**src/rtl/seq_unsigned_divider_pkg.sv**
```systemverilog
// Shared types and constants for the sequential unsigned divider.
//   div_state_t : controller state (IDLE, RUN, DONE)
//   cnt_width() : width of the iteration counter for a given operand width
//   DBZ_FILL    : all-ones pattern; slice [WIDTH-1:0] for the divide-by-zero results
package seq_divider_pkg;

  typedef enum logic [1:0] {
    IDLE = 2'd0,
    RUN  = 2'd1,
    DONE = 2'd2
  } div_state_t;

  // The counter has to hold the value WIDTH itself, hence WIDTH+1.
  function automatic int cnt_width(input int width);
    return $clog2(width + 1);
  endfunction

  localparam logic [31:0] DBZ_FILL = 32'hFFFF_FFFF;

endpackage

```
**src/rtl/seq_unsigned_divider_if.sv**
```systemverilog
// Request/result bundle of the sequential unsigned divider.
//   start, dividend, divisor              : requester -> divider
//   busy, done, quotient, remainder,
//   div_by_zero                           : divider -> requester
// Handshake: the request is a start/done protocol, not valid/ready. A request
// is accepted on any rising edge where the divider's ena=1, start=1 and the
// divider is not busy; dividend/divisor are sampled on that edge only. start
// while busy=1 is ignored. done pulses for one enabled cycle when new results
// are written; quotient/remainder/div_by_zero then hold until the next done.
interface seq_unsigned_divider_if #(
  parameter int WIDTH = 8
);
  logic             start;
  logic [WIDTH-1:0] dividend;
  logic [WIDTH-1:0] divisor;
  logic             busy;
  logic             done;
  logic [WIDTH-1:0] quotient;
  logic [WIDTH-1:0] remainder;
  logic             div_by_zero;

  modport master (
    output start, dividend, divisor,
    input  busy, done, quotient, remainder, div_by_zero
  );

  modport slave (
    input  start, dividend, divisor,
    output busy, done, quotient, remainder, div_by_zero
  );
endinterface

```
**src/rtl/seq_unsigned_divider_step.sv**
```systemverilog
// One restoring-division iteration (purely combinational).
//   i_p       : partial remainder, WIDTH+1 bits
//   i_a       : dividend/quotient shift register, WIDTH bits
//   i_divisor : divisor, WIDTH bits
//   o_p_next  : partial remainder after the iteration
//   o_a_next  : shift register after the iteration (new quotient bit in LSB)
module divider_step #(
  parameter int WIDTH = 8
) (
  input  logic [WIDTH:0]   i_p,
  input  logic [WIDTH-1:0] i_a,
  input  logic [WIDTH-1:0] i_divisor,
  output logic [WIDTH:0]   o_p_next,
  output logic [WIDTH-1:0] o_a_next
);
  logic [2*WIDTH:0] w_shifted;
  logic [WIDTH:0]   w_p_shift;
  logic [WIDTH:0]   w_trial;
  logic             w_neg;

  assign w_shifted = {i_p, i_a} << 1;
  assign w_p_shift = w_shifted[2*WIDTH:WIDTH];
  // P stays below the divisor, so P_shifted < 2*divisor and the MSB of the
  // WIDTH+1 bit difference is a reliable borrow (negative) indicator.
  assign w_trial   = w_p_shift - {1'b0, i_divisor};
  assign w_neg     = w_trial[WIDTH];

  assign o_p_next  = w_neg ? w_p_shift : w_trial;
  assign o_a_next  = w_shifted[WIDTH-1:0] | {{(WIDTH-1){1'b0}}, ~w_neg};
endmodule

```
**src/rtl/seq_unsigned_divider.sv**
```systemverilog
// Multi-cycle restoring unsigned divider, one quotient bit per enabled cycle.
//   clk, rst_n  : clock, asynchronous active-low reset
//   ena         : global enable; when low every register holds
//   bus         : slave side of seq_unsigned_divider_if (start/operands in,
//                 busy/done/results out)
//   o_dbg_state : current controller state
// Divide by zero finishes on the accept edge with all-ones results and
// div_by_zero=1; otherwise results appear WIDTH enabled edges after accept.
module seq_unsigned_divider
  import seq_divider_pkg::*;
#(
  parameter int WIDTH = 8
) (
  input  logic                  clk,
  input  logic                  rst_n,
  input  logic                  ena,
  seq_unsigned_divider_if.slave bus,
  output div_state_t            o_dbg_state
);
  localparam int CW = cnt_width(WIDTH);

  div_state_t       r_state;
  logic [WIDTH:0]   r_p;
  logic [WIDTH-1:0] r_a;
  logic [WIDTH-1:0] r_divisor;
  logic [CW-1:0]    r_cnt;
  logic             r_busy;
  logic             r_done;
  logic [WIDTH-1:0] r_quot;
  logic [WIDTH-1:0] r_rem;
  logic             r_dbz;

  logic [WIDTH:0]   w_p_next;
  logic [WIDTH-1:0] w_a_next;

  divider_step #(.WIDTH(WIDTH)) u_step (
    .i_p       (r_p),
    .i_a       (r_a),
    .i_divisor (r_divisor),
    .o_p_next  (w_p_next),
    .o_a_next  (w_a_next)
  );

  always_ff @(posedge clk or negedge rst_n) begin
    if (!rst_n) begin
      r_state   <= IDLE;
      r_p       <= '0;
      r_a       <= '0;
      r_divisor <= '0;
      r_cnt     <= '0;
      r_busy    <= 1'b0;
      r_done    <= 1'b0;
      r_quot    <= '0;
      r_rem     <= '0;
      r_dbz     <= 1'b0;
    end else if (ena) begin
      // done is a single enabled-cycle pulse; it is re-raised below only on
      // completion edges.
      r_done <= 1'b0;
      case (r_state)
        IDLE, DONE: begin
          if (bus.start) begin
            r_divisor <= bus.divisor;
            r_p       <= '0;
            r_a       <= bus.dividend;
            r_cnt     <= CW'(WIDTH);
            if (bus.divisor != '0) begin
              r_state <= RUN;
              r_busy  <= 1'b1;
            end else begin
              r_quot  <= DBZ_FILL[WIDTH-1:0];
              r_rem   <= DBZ_FILL[WIDTH-1:0];
              r_dbz   <= 1'b1;
              r_done  <= 1'b1;
              r_state <= DONE;
            end
          end else begin
            r_state <= IDLE;
          end
        end
        RUN: begin
          r_p   <= w_p_next;
          r_a   <= w_a_next;
          r_cnt <= r_cnt - CW'(1);
          if (r_cnt == CW'(1)) begin
            r_quot  <= w_a_next;
            r_rem   <= w_p_next[WIDTH-1:0];
            r_dbz   <= 1'b0;
            r_done  <= 1'b1;
            r_busy  <= 1'b0;
            r_state <= DONE;
          end
        end
        default: begin
          r_state <= IDLE;
          r_busy  <= 1'b0;
        end
      endcase
    end
  end

  assign bus.busy        = r_busy;
  assign bus.done        = r_done;
  assign bus.quotient    = r_quot;
  assign bus.remainder   = r_rem;
  assign bus.div_by_zero = r_dbz;
  assign o_dbg_state     = r_state;
endmodule

```
**src/flat_wrapper.sv**
```systemverilog
// flat-port wrapper written by rule: the top's interface ports become plain ports
module seq_unsigned_divider_flat import seq_divider_pkg::*;
#(
  parameter int WIDTH = 8
)
  (clk, rst_n, ena, o_dbg_state, bus_start, bus_dividend, bus_divisor, bus_busy, bus_done, bus_quotient, bus_remainder, bus_div_by_zero);
  seq_unsigned_divider_if #(.WIDTH(WIDTH)) bus_i ();
  input  logic clk;
  input  logic rst_n;
  input  logic ena;
  output div_state_t o_dbg_state;
  input wire logic [$bits(bus_i.start)-1:0] bus_start;
  input wire logic [$bits(bus_i.dividend)-1:0] bus_dividend;
  input wire logic [$bits(bus_i.divisor)-1:0] bus_divisor;
  output wire logic [$bits(bus_i.busy)-1:0] bus_busy;
  output wire logic [$bits(bus_i.done)-1:0] bus_done;
  output wire logic [$bits(bus_i.quotient)-1:0] bus_quotient;
  output wire logic [$bits(bus_i.remainder)-1:0] bus_remainder;
  output wire logic [$bits(bus_i.div_by_zero)-1:0] bus_div_by_zero;
  assign bus_i.start = bus_start;
  assign bus_i.dividend = bus_dividend;
  assign bus_i.divisor = bus_divisor;
  assign bus_busy = bus_i.busy;
  assign bus_done = bus_i.done;
  assign bus_quotient = bus_i.quotient;
  assign bus_remainder = bus_i.remainder;
  assign bus_div_by_zero = bus_i.div_by_zero;
  seq_unsigned_divider #(.WIDTH(WIDTH)) u_core (.clk(clk), .rst_n(rst_n), .ena(ena), .bus(bus_i), .o_dbg_state(o_dbg_state));
endmodule
```
**config.mk**
```make
export PLATFORM = sky130hd
export DESIGN_NAME = seq_unsigned_divider_flat
export DESIGN_NICKNAME = d
export VERILOG_FILES = /design/src/rtl/seq_unsigned_divider_pkg.sv /design/src/rtl/seq_unsigned_divider_if.sv /design/src/rtl/seq_unsigned_divider_step.sv /design/src/rtl/seq_unsigned_divider.sv /design/src/flat_wrapper.sv
export SDC_FILE = /design/constraint.sdc
export NUM_CORES = 1
export LEC_CHECK = 0
export BUFFER_PORTS_ARGS = -buffer_cell sky130_fd_sc_hd__buf_2
export CAP_MARGIN = 5
export CORE_ASPECT_RATIO = 1.75
export CORE_UTILIZATION = 30
export DETAILED_ROUTE_END_ITERATION = 10
export PLACE_DENSITY = 0.59
export SLEW_MARGIN = 20
export SYNTH_ARGS = -nofsm -noshare
export SYNTH_HDL_FRONTEND = slang
export SYNTH_HIERARCHICAL = 1
export SYNTH_SLANG_ARGS = --single-unit
```
**constraint.sdc**
```tcl
create_clock -name clk -period 3 [get_ports clk]
set_clock_uncertainty 0.2 [all_clocks]
set_input_delay 0.3 -clock clk [delete_from_list [all_inputs] [get_ports clk]]
set_output_delay 0.3 -clock clk [all_outputs]
set_load 0.02 [all_outputs]
```
Word level (Yosys, flattened, before mapping):

Cells that the tools add are included.

* add/subtract/negate cells: 2
* multiply operators: 0
* div/mod/pow operators: 0
* order comparisons: 0
* eq/ne operators: 7
* shift operators: 0
* multiplexer cells: 28
* bitwise logic cells: 2
* reduce and logical (&&, ||, !) cells: 9

Operators by type and width (number)
* $pmux 8 s2: 4
* $mux 8: 7
* $sub 9x8->9: 1
* $mux 1: 8
* $or 8x1->8: 1
* $pmux 4 s2: 1
* $reduce_bool 8->1: 1
* $mux 2: 3
* $pmux 1 s2: 3
* $reduce_and 3->1: 2
* $reduce_and 5->1: 1
* $eq 4x1->1 const B: 1
* $mux 4: 1
* $ne 2x1->1 const B: 2
* $ne 2x2->1 const B: 2
* $pmux 2 s2: 1
* $reduce_and 4->1: 1
* $sub 4x1->4 const B: 1
* $eq 2x1->1 const B: 1
* $eq 2x2->1 const B: 1
* $logic_not 2->1: 1
* $reduce_and 2->1: 1
* $reduce_bool 2->1: 1
* $reduce_or 2->1: 1
* $not 1->1: 1

* register bits: 49
* bits in latches: 0
* RAM bits: 0
* ROM bits: 0
* bits of input ports: 20
* output and inout bits: 21
* logic and storage cells: 58
* memories: 0

Longest topological paths before layout:

* word-level depth: 5
* gate-level depth with buffers: 15
* depth with buffers taken out: 14

Modules after synthesis:

The synthesis kept the hierarchy.

By module, submodules not included
* seq_unsigned_divider: times used 1, cells each 227, area each 2516.2 um2, sequential area each 1251.2 um2
* divider_step: times used 1, cells each 78, area each 560.5 um2, sequential area each 0.0 um2

Least setup slack after synthesis:

OpenSTA, ideal clock, no wires.

* path type: register to register
* from: register u_core.r_a[7]
* to: register u_core.r_rem[7] (netlist: u_core/bus.remainder[7])
* setup time: 0.094 ns
* data arrival time: 2.677 ns
* required time: 2.706 ns
* slack: 0.029 ns
* cell stages (with the launch flop): 14
* path buffers: 1
* clock period less this slack: 2.971 ns
* path through: dfrtp_1 inv_1 ha_1 fa_1 nor2b_4 o31a_1 o21ai_0 a21oi_1 ha_1 buf_2 clkinv_1 o311ai_1 nor3_1 a211oi_1

* longest elaborated chain between the ends: 4

RTL lines
* start, declared: RTL line seq_unsigned_divider.sv:24 `logic [WIDTH-1:0] r_a;`
* start signal, assigned: RTL line seq_unsigned_divider.sv:65 `r_a <= bus.dividend;`
* start signal, assigned: RTL line seq_unsigned_divider.sv:83 `r_a <= w_a_next;`
* $sub 9x8->9: RTL line seq_unsigned_divider_step.sv:25 `assign w_trial = w_p_shift - {1'b0, i_divisor};`
* $mux 8: RTL line seq_unsigned_divider_step.sv:28 `assign o_p_next = w_neg ? w_p_shift : w_trial;`
* net u_core.w_p_next[7]: RTL line seq_unsigned_divider.sv:33 `logic [WIDTH:0] w_p_next;`
* $mux 8: RTL line seq_unsigned_divider.sv:85 `if (r_cnt == CW'(1)) begin`
* $pmux 8 s2: RTL line seq_unsigned_divider.sv:60 `case (r_state)`
* end signal, assigned: RTL line seq_unsigned_divider.sv:72 `r_rem <= DBZ_FILL[WIDTH-1:0];`
* end signal, assigned: RTL line seq_unsigned_divider.sv:87 `r_rem <= w_p_next[WIDTH-1:0];`
* end, declared: RTL line seq_unsigned_divider.sv:30 `logic [WIDTH-1:0] r_rem;`

The timed path passes the listed nets, and every way through them passes these cells. The select of a mux whose other input is x is not followed.
A chain may end at the register's enable or synchronous reset.

Final worst setup path:

Ends and elaborated chain as after synthesis.

==> metrics.md <==
| Metric | Value |
|---|---|
| Post-Syn Nets | 333 |
| Worst slew margin | 48.7% |
| Wire length per cell | 17.1 microns |
| Final Worst Setup Slack | 0.00161 ns |
| CTS tree | done |
| Pwr Density | 1100 mW/mm^2 |
| Crit share post-route | 99.9% |
| Outcome | complete, no violations |
| Clk_lat worst skew | 0.29 ns |
| TNS Setup | 0 ns |
| Initial antenna violation count | 0 |
| Warnings, synthesis | 6 |
| Fill cell count | 1,028 |
| Avg Inst Size Synth | 10.1 sq um |
| PortBufs | 40 |
| Vias/cell | 5.13 |
| H-tree depth | 2 |
| Final Hold Fails | 0 |
| Die W | 78.1 microns |
| Largest net degree at the start of global routing | 28 |
| Crit. End Element | flop |
| Nets@finish | 373 |
| Pre-CTS setup slack | -0.0687 ns |
| Clock Root Buffer | clkbuf_16 |
| Hold Crit Class | input port to flop |
| 1st-iter DRT viols | 78 |
| Vias | 2,397 |
| Mapped Area | 0.00304 sq mm |
| Core Box Area | 0.00985 sq mm |
| TritonRoute pass-1 iters | 4 |
| Clock transition at path regs | 0.07 ns |
| Synth Instances | 301 |
| Power Total | 3.97 mW |
| CP max FO | 7 |
| Pleak | 1.60 nW |
| Fmax | 0.334 GHz |
| DRC | 0 |
| N_diodes | 0 |
| Starting Density | 30.8% |
| Commonest non-fill, non-tap cell in the layout | dfrtp_1 |
| Placer Congestion | 0.943 |
| First-pass GRT wire length | 13,000 microns |
| Die Ht | 135 microns |
| Number of setup violations in the final report | 0 |
| Worst Tran Pin Value | 0.769 ns |
| Die ar. | 0.0105 sq mm |
| Post-Route WL | 8000 microns |
| Maximum VDD drop | 470 uV |
| Cell Area, Placed | 0.00337 sq mm |
| Slew Limit Fails | 0 |
| # IOs | 41 |
| Max-cap violations | 0 |
| Fin crit period | 3.00 ns |
| Vias in the first global route | 2,493 |
| Commonest cells after routing, fill and taps aside | dfrtp_1, buf_2, inv_1 |
| Critical Path RT | 3.01 ns |
| Global-route usage over all layers | 16.2% |
| Inserted Clock Buffers | 5 |
| # rows | 48 |
| Dpl hpwl | 5730 microns |
| Layout Cells excl Fill | 467 |
| Placed Cells | 456 |
| Post-route cell area | 0.00361 sq mm |
| ANT nets after route | 0 |
| Layout cells sized above 1 | 36.0% |
| CTS Buffer Depth | 2 |
| Layout area overhead | 18.9% |
| Worst Path Arrival | 3.01 ns |
| Gr ovfl total | 0 |
| Worst Setup Start Kind | flop |
| Kind of critical path | flop to flop |
| Clk sinks | 49 |
| Unrepaired setup endpoints after global routing | true |
power by group:
part	switching [mW]	total, mW	internal [mW]	leakage, nW
clock	0.251	0.557	0.306	0.0696
combinational	1.21	2.21	1.00	0.910
sequential	0.248	1.20	0.954	0.617
total	1.71	3.97	2.26	1.60
critical path: stages, from the launching register on:
cell       delay [ns]
dfrtp_1          0.40
inv_2            0.08
ha_4             0.13
fa_2             0.23
nor2b_4          0.05
o31a_1           0.29
o21ai_1          0.14
a21oi_1          0.08
ha_1             0.33
buf_6            0.14
o2111ai_2        0.11
a41o_1           0.24
o311ai_2         0.08
buf_4            0.19
nor3_4           0.04
a211oi_2         0.19
repair_timing:
action	4_1_cts	5_1_grt
buffers inserted	0	2
setup endpoints to repair	6	12
pin swaps	3	12
hold endpoints to repair	26	0
resized for setup	5	16
hold buffers	1	0
layer usage:
layer / up-vias / wire length, microns / GRT usage (%)
met2: 60 / 4410 / 29.3
met5: - / 0 / 0
met4: 0 / 246 / 8.33
met1: 1171 / 3120 / 18.4
met3: 15 / 222 / 1.82
li1: 1151 / - / -
worst paths after layout:
kind,from,end,slack [ns],cells after the start
max,u_core/r_a[7],u_core/bus.remainder[7],0.002,15
min,bus_divisor[4],u_core/r_divisor[4],0.09,2
max reg2reg,u_core/r_a[7],u_core/bus.remainder[7],0.002,15
min reg2reg,u_core/bus.done,u_core/bus.done,0.30,1
max in group asynchronous,rst_n,u_core/r_divisor[7],1.45,3
min in group asynchronous,rst_n,u_core/bus.quotient[4],0.38,2
sequential cells by signal, summed over array words and instances (netlist names):
signal / cells
u_core/r_a: 8
u_core/r_cnt: 4
u_core/bus.remainder: 8
u_core/r_p: 8
u_core/bus.div_by_zero: 1
u_core/bus.done: 1
u_core/r_divisor: 8
u_core/bus.busy: 1
u_core/o_dbg_state: 2
u_core/bus.quotient: 8
metrics by stage:
stage	hold slack, ns	util [%]
floorplan	-0.196	-
global placement	0.155	34.2
detailed placement	0.167	34.2
CTS	0.0827	35.9
global route	0.0897	36.7
finish	0.0926	36.7
layout make-up:
| class | instances | area [sq um] | share of cell area [%] |
|---|---|---|---|
| multi-input combinational | 182 | 1560 | 43.1 |
| sequential | 49 | 1230 | 33.9 |
| timing repair buffer | 63 | 379 | 10.5 |
| tap | 125 | 156 | 4.33 |
| inverter | 40 | 151 | 4.19 |
| clock buffer | 5 | 125 | 3.46 |
| clock inverter | 3 | 17.5 | 0.485 |
Note: power is estimated with default switching activity, not from simulation.
